===== src/rtl/regfile_sb_pkg.sv =====
// Shared constants and helpers for the integer register file.
// Build option: REGFILE_BYPASS_EN enables write-back to read forwarding.
package regfile_sb_pkg;

    localparam int REG_ADDR_W = 5;
    localparam int XLEN       = 32;
    localparam int NREG       = 32;

    localparam logic [REG_ADDR_W-1:0] REG_ZERO = 5'd0;

    // One-hot decode of a register index.
    function automatic logic [NREG-1:0] reg_onehot(
        input logic [REG_ADDR_W-1:0] addr
    );
        logic [NREG-1:0] v;
        v = '0;
        v[addr] = 1'b1;
        return v;
    endfunction

endpackage


===== src/rtl/regfile_sb_sb_bits.sv =====
// Busy scoreboard: one bit per register with issue/flush/write-back priority.
// Bit 0 (x0) is never set.
module sb_bits
    import regfile_sb_pkg::*;
(
    input  logic                  clk,
    input  logic                  rst,
    input  logic                  set_en,
    input  logic [REG_ADDR_W-1:0] set_addr,
    input  logic                  clr_en,
    input  logic [REG_ADDR_W-1:0] clr_addr,
    input  logic                  flush,
    input  logic [REG_ADDR_W-1:0] rd1_addr,
    input  logic [REG_ADDR_W-1:0] rd2_addr,
    output logic                  rd1_busy,
    output logic                  rd2_busy
);

    logic [NREG-1:0] busy;
    logic [NREG-1:0] busy_nxt;
    logic [NREG-1:0] set_vec;
    logic [NREG-1:0] clr_vec;

    // Next-state: issue beats flush, flush beats write-back clear.
    always_comb begin
        set_vec  = set_en ? reg_onehot(set_addr) : '0;
        clr_vec  = clr_en ? reg_onehot(clr_addr) : '0;
        busy_nxt = busy;
        for (int i = 1; i < NREG; i++) begin
            if (set_vec[i]) begin
                busy_nxt[i] = 1'b1;
            end else if (flush) begin
                busy_nxt[i] = 1'b0;
            end else if (clr_vec[i]) begin
                busy_nxt[i] = 1'b0;
            end
        end
        busy_nxt[0] = 1'b0;
    end

    // Busy vector register.
    always_ff @(posedge clk or posedge rst) begin
        if (rst) begin
            busy <= '0;
        end else begin
            busy <= busy_nxt;
        end
    end

    // Per-port busy lookup.
    always_comb begin
        rd1_busy = busy[rd1_addr];
        rd2_busy = busy[rd2_addr];
    end

endmodule


===== src/rtl/regfile_sb.sv =====
// 32 x XLEN register file with write scoreboard and decode hazard stall.
// Build option: REGFILE_BYPASS_EN forwards wb_data and clears busy on match.
module regfile_sb
    import regfile_sb_pkg::*;
(
    input  logic                  clk,
    input  logic                  rst,
    input  logic                  rs1_re,
    input  logic [REG_ADDR_W-1:0] rs1_addr,
    output logic [XLEN-1:0]       rs1_data,
    output logic                  rs1_busy,
    input  logic                  rs2_re,
    input  logic [REG_ADDR_W-1:0] rs2_addr,
    output logic [XLEN-1:0]       rs2_data,
    output logic                  rs2_busy,
    input  logic                  issue_we,
    input  logic [REG_ADDR_W-1:0] issue_addr,
    input  logic                  wb_we,
    input  logic [REG_ADDR_W-1:0] wb_addr,
    input  logic [XLEN-1:0]       wb_data,
    input  logic                  flush,
    output logic                  stall
);

    logic [XLEN-1:0] regs [NREG];
    logic            sb1_busy;
    logic            sb2_busy;
    logic            wb_ok;
    logic            issue_ok;

    assign wb_ok    = wb_we && (wb_addr != REG_ZERO);
    assign stall    = (rs1_re & rs1_busy) | (rs2_re & rs2_busy);
    assign issue_ok = issue_we && !stall && (issue_addr != REG_ZERO);

    // Data array write; x0 is never written so it stays zero.
    always_ff @(posedge clk or posedge rst) begin
        if (rst) begin
            for (int i = 0; i < NREG; i++) begin
                regs[i] <= '0;
            end
        end else if (wb_ok) begin
            regs[wb_addr] <= wb_data;
        end
    end

    sb_bits u_sb (
        .clk      (clk),
        .rst      (rst),
        .set_en   (issue_ok),
        .set_addr (issue_addr),
        .clr_en   (wb_ok),
        .clr_addr (wb_addr),
        .flush    (flush),
        .rd1_addr (rs1_addr),
        .rd2_addr (rs2_addr),
        .rd1_busy (sb1_busy),
        .rd2_busy (sb2_busy)
    );

    // rs1 read port: zero when idle or x0, optional write-back forward.
    always_comb begin
        rs1_data = '0;
        rs1_busy = 1'b0;
        if (rs1_re && (rs1_addr != REG_ZERO)) begin
            rs1_data = regs[rs1_addr];
            rs1_busy = sb1_busy;
`ifdef REGFILE_BYPASS_EN
            if (wb_we && (wb_addr == rs1_addr)) begin
                rs1_data = wb_data;
                rs1_busy = 1'b0;
            end
`endif
        end
    end

    // rs2 read port: zero when idle or x0, optional write-back forward.
    always_comb begin
        rs2_data = '0;
        rs2_busy = 1'b0;
        if (rs2_re && (rs2_addr != REG_ZERO)) begin
            rs2_data = regs[rs2_addr];
            rs2_busy = sb2_busy;
`ifdef REGFILE_BYPASS_EN
            if (wb_we && (wb_addr == rs2_addr)) begin
                rs2_data = wb_data;
                rs2_busy = 1'b0;
            end
`endif
        end
    end

endmodule

===== config.mk =====
export PLATFORM = sky130hd
export DESIGN_NAME = regfile_sb
export DESIGN_NICKNAME = d
export VERILOG_FILES = /design/src/rtl/regfile_sb_pkg.sv /design/src/rtl/regfile_sb_sb_bits.sv /design/src/rtl/regfile_sb.sv
export SDC_FILE = /design/constraint.sdc
export NUM_CORES = 2
export LEC_CHECK = 0
export BUFFER_PORTS_ARGS = -buffer_cell sky130_fd_sc_hd__buf_4
export CAP_MARGIN = 15
export CORE_UTILIZATION = 57
export DETAILED_ROUTE_END_ITERATION = 8
export PLACE_DENSITY = 0.76
export SLEW_MARGIN = 5
export SYNTH_ARGS = -nofsm -noshare
export SYNTH_HDL_FRONTEND = slang
export SYNTH_SLANG_ARGS = --single-unit
export TNS_END_PERCENT = 10

===== constraint.sdc =====
create_clock -name clk -period 36.2 [get_ports clk]
set_input_delay 7.24 -clock clk [delete_from_list [all_inputs] [get_ports clk]]
set_output_delay 7.24 -clock clk [all_outputs]
set_load 0.005 [all_outputs]

Word-level counts from Yosys, hierarchy flattened
Cells that the tools add are included.

$lt $le $gt $ge: 10. Multiplexer cells: 116. Bitwise gates (word level): 6. Reductions and logical operators: 44.

Operators with widths (count): 1024-bit bitwise mux (1); 32-bit binary-select mux with 5-bit select (2); 32-bit 2-to-1 mux (9); 32-bit demux with 5-bit select (1); 1-bit 2-to-1 mux (99); 3-bit nonzero test (31); 5-bit by 6-bit less-than comparator with 1-bit output, second input constant (4); 5-bit nonzero test (4); 6-bit greater-or-equal comparator, second input constant (3); 5-bit inverter with 6-bit output (3); 1-bit binary-select mux with 5-bit select (2); 1-bit demux with 5-bit select (2); 5-bit by 1-bit greater-or-equal comparator with 1-bit output, second input constant (2); 1-bit logical AND (8); 6-bit by 1-bit less-than comparator with 1-bit output, second input constant (1); 1-bit bitwise AND (2); 1-bit zero test (1); 1-bit bitwise OR (1).

Bits in registers: 1055. Bits of input ports: 59.

Depth between registers and ports, before layout
Word-level depth: 10. Mapped depth: 10. Depth with buffers taken out: 6.

Cells and area by module
From an unflattened synthesis, not the netlist that was laid out.

Cells, all modules: 3851. Area total of the unflattened synthesis: 56178.9 µm².

By module, submodules not included: regfile_sb (instances 1, cells an instance 3622, area each 54098.1 µm², seq. area each 25624.6 µm²); sb_bits (instances 1, cells an instance 229, area each 2080.7 µm², seq. area each 775.7 µm²).

Worst setup path after synthesis
Ideal clock, no wire load.

Path kind: input port to output port. Start: input rs1_addr[0]. End: output rs1_data[10]. Arrival: 8.937 ns. Setup slack: 20.023 ns. Stages: 8. Cell sequence: buf_2 buf_4 buf_2 clkbuf_4 mux4_2 mux2i_1 mux4_2 nor2_1.

Longest elaborated chain between the ends: 5. Elaborated cells between the ends (all ways): 7. Classes of those cells: 4 x mux; 1 x bitwise; 2 x reduce/logical.

RTL lines: start, declared (line regfile_sb.sv:9) `input logic [REG_ADDR_W-1:0] rs1_addr,`; 5-bit inverter with 6-bit output (implied by the code) (line regfile_sb.sv:65) `rs1_data = regs[rs1_addr];`; 32-bit binary-select mux with 5-bit select (line regfile_sb.sv:65); 32-bit 2-to-1 mux (implied by the code) (2 in series) (line regfile_sb.sv:65); 32-bit 2-to-1 mux * (line regfile_sb.sv:64) `if (rs1_re && (rs1_addr != REG_ZERO)) begin`; end, declared (line regfile_sb.sv:10) `output logic [XLEN-1:0] rs1_data,`.

Every way passes the cells marked *; elsewhere a longest branch is shown, timed or not. The select of a mux whose other input is x is not followed.

Worst setup path in the final report
Start: input rs1_addr[0]. End: output rs1_data[9].

Same word-level chain as after synthesis.

==> results.txt <==
Clock Latency Late Sink = 0.69 ns
GRT overflow = 0
worst setup slack after layout = 17.01 ns
Setup Buffers After CTS = 0
internal power = 2.57 mW
# hold bufs at CTS = 0
status = finished, final reports clean
clk sink count = 1055
Worst EP arrival = 11.95 ns
Synth area leaders = dfrtp_1 (47%), mux4_2 (23%), mux2_1 (19%), mux2i_1 (4.7%), clkbuf_1 (1.6%)
share of power burned in registers = 44.6%
router iterations before antenna repair = 5
Synth Warn # = 0
Finish-stage setup viols = 0
mux contribution to synthesized area = 47.9%
main combinational cell family by area after synthesis = multiplexers
xor and xnor area share after synthesis = 0%
Pins Over Slew Limit = 0
Mapped Area = 0.0565 mm^2
Initial Utilization = 57.5%
Net Sw Power = 928 uW
# H-tree levels = 3
Post-route DRC = 0
Final Cycle Share = 53.0%
relative slew slack = 16.6%
Synth cell types = 36
Die ar. = 0.100 mm^2
hold path start = regs[992]$_DFFE_PP0P_
clock root buffer = clkbuf_16
area of the multi-input gates = 0.0285 mm^2
Post-synth EDFFs = 0
initial antenna violation count = 5
sequential cell area = 0.0264 mm^2
CTS tree = yes
P&R area growth vs syn = 10.1%
cell accounting for the most synthesized area = dfrtp_1
post-cts sizing count = 0
switch share = 26.5%
Comb power frac = 18.9%
NumNets Final = 3488
Max FO, Critical Path = 65
TNS Setup = 0 ns
Core Area = 0.0983 mm^2
non-filler cells, final = 4813
DPL Wire Length = 88800 um
drt wl/cell = 33.2 um
fillcell total = 6744
pin count of the biggest net entering global routing = 184
Synth Area per Inst = 16.0 um^2
Worst Tran Pin Value = 1.25 ns
post-synthesis compound-gate area fraction = 0.708%
# Max-Cap Violations = 0
unrepaired setup endpoints after global routing = no
net count after synthesis = 3585
number of synthesized register bits = 1055
GP Congestion = 0.817
die width = 317 um
Synth Area in Adders = 0%
CTS buffer count = 112
Simple-Gate Fraction of Synth Area = 1.50%
average vias per placed instance = 7.17
R2R Path End = u_sb.busy[26]$_DFFE_PP0P_
static leakage = 27.5 nW
Global Route Usage Sum = 32.7%
Synth Flop Type = dfrtp_1
FFs w/ async S/R, synth = 100%
DRT iter0 DRCs = 3591
sequential share of the synthesized area = 46.7%
clk slew on worst S/H paths = 0.06 ns
R2R setup slack = 33.84 ns
r2r startpoint = u_sb.busy[15]$_DFFE_PP0P_
final hold vios = 0
top cell type's share of synthesized area = 46.7%
post-placement cell count = 4600
share of cells above drive strength 1 = 29.8%
Vias = 34516
minimum clock period after layout = 19.19 ns
Setup Crit Path Kind = in2out
Min-Delay Endpoint = regs[992]$_DFFE_PP0P_
R2R depth = 7
I/O pins = 126
IO buf count = 125
Routed WL = 160000 um
global-route wire length before repair = 241000 um
WHS Path Cells = 0
Setup Skew = 0.0144 ns
ANT nets after route = 0
pwr dens = 56.2 mW/mm^2
Clk pwr share = 36.6%
data required time of the worst path = 28.96 ns
Site Rows = 115
Tightest Hold Check Type = reg2reg
f_max = 0.0521 GHz
Worst Setup End Kind = output port
Max clock buf depth = 3
WHS = 0.398 ns
cells after synthesis = 3526
post-place setup slack = 16.90 ns
die height = 317 um
vias in the first global route = 36771
crit path launch type = primary input
worst ir drop on vdd = 37.4 uV
==> through the flow <==
| step | power (mW) | instance area (um^2) | util, % |
|---|---|---|---|
| after floorplan | 2.04 | 56600 | - |
| after global placement | 2.17 | 58100 | 59.1 |
| after detailed placement | 2.23 | 58100 | 59.1 |
| after CTS | 3.50 | 62200 | 63.3 |
| after global routing | 3.63 | 62200 | 63.3 |
| final | 3.50 | 62200 | 63.3 |
==> worst max path at each step <==
stage	start	to	slack, ns
2_1_floorplan	rst	regs[0]$_DFFE_PP0P_	14.41
3_3_place_gp	rs1_addr[0]	rs1_data[15]	16.90
3_5_place_dp	rs1_addr[0]	rs1_data[15]	16.90
4_1_cts	rs1_addr[0]	rs1_data[15]	16.91
5_1_grt	rs1_addr[0]	rs1_data[15]	16.57
6_report	rs1_addr[0]	rs1_data[9]	17.01
==> synthesized netlist by cell type, types with 6 or more instances <==
library cell and n:
dfrtp_1 1055, mux2_1 970, mux4_2 588, mux2i_1 264
clkbuf_1 245, nor2_1 86, buf_1 56, buf_2 50
buf_4 49, mux2_2 24, nand3b_1 24, nand2_1 19
nand2b_1 16, o32ai_1 16, o31ai_1 15, nand3_1 8
nor3b_1 6
==> state kept, by name, indices dropped and copies added, names as in the netlist <==
register,cells
regs,1024
u_sb.busy,31
==> area by class of cell <==
| type | instances | area share, % |
|---|---|---|
| Antenna cell | 2 | 0.00804 |
| Multi-Input combinational cell | 2062 | 45.8 |
| Clock buffer | 143 | 5.13 |
| Clock inverter | 66 | 1.51 |
| Timing Repair Buffer | 195 | 2.55 |
| Sequential cell | 1055 | 42.4 |
| Tap cell | 1287 | 2.59 |
| Inverter | 3 | 0.0241 |
==> cell families (layout without fill, tap and decap cells) <==
group / count (synthesis) / in the layout
simple gates: 170 / 170
flops: 1055 / 1055
other cells: 0 / 2
compound gates: 46 / 46
buf+inv: 409 / 407
mux: 1846 / 1846
==> routing by layer <==
layer | track usage (%) | share of wire [%]
met3 | 5.39 | 7.7
met1 | 44.8 | 39
met2 | 52.6 | 49
met4 | 13.1 | 4.0
met5 | 0 | 0.028
==> cell usage in the layout (no fill, tap or decap), types with 2 or more instances in the layout <==
| master | instances |
|---|---|
| clkbuf_8 | 21 |
| o21ba_1 | 2 |
| mux4_2 | 588 |
| inv_1 | 2 |
| clkinvlp_4 | 10 |
| mux2i_1 | 264 |
| a221oi_2 | 2 |
| buf_12 | 4 |
| dfrtp_1 | 1055 |
| clkbuf_1 | 7 |
| clkbuf_16 | 115 |
| nand3b_1 | 24 |
| a21oi_1 | 4 |
| nand3_1 | 8 |
| a311oi_1 | 2 |
| nand2_2 | 15 |
| o2111a_1 | 2 |
| or4_4 | 2 |
| nand2_1 | 4 |
| bufinv_16 | 22 |
| nor3b_1 | 6 |
| nor2_4 | 16 |
| nand2b_1 | 16 |
| o21ai_4 | 2 |
| o32ai_1 | 16 |
| buf_8 | 7 |
| o31ai_1 | 15 |
| diode_2 | 2 |
| nor2_1 | 70 |
| buf_4 | 183 |
| mux2_2 | 24 |
| or3b_2 | 3 |
| clkinv_4 | 3 |
| clkinv_2 | 29 |
| mux2_1 | 970 |
==> power groups by stage <==
stage	Combinational, mW	Clock [mW]	Sequential (mW)
3_3_place_gp	0.633	0	1.54
4_1_cts	0.663	1.29	1.55
2_1_floorplan	0.518	0	1.52
6_report	0.660	1.28	1.56
5_1_grt	0.706	1.34	1.58
3_5_place_dp	0.660	0	1.57
==> critical path, cell delays in order <==
cell and delay (ns):
buf_8 0.53, buf_4 0.87, buf_4 0.97, buf_4 0.75
mux4_2 0.59, mux2i_1 0.23, mux4_2 0.33, nor2_1 0.05
buf_4 0.17
Note: power is estimated with default switching activity, not from simulation.
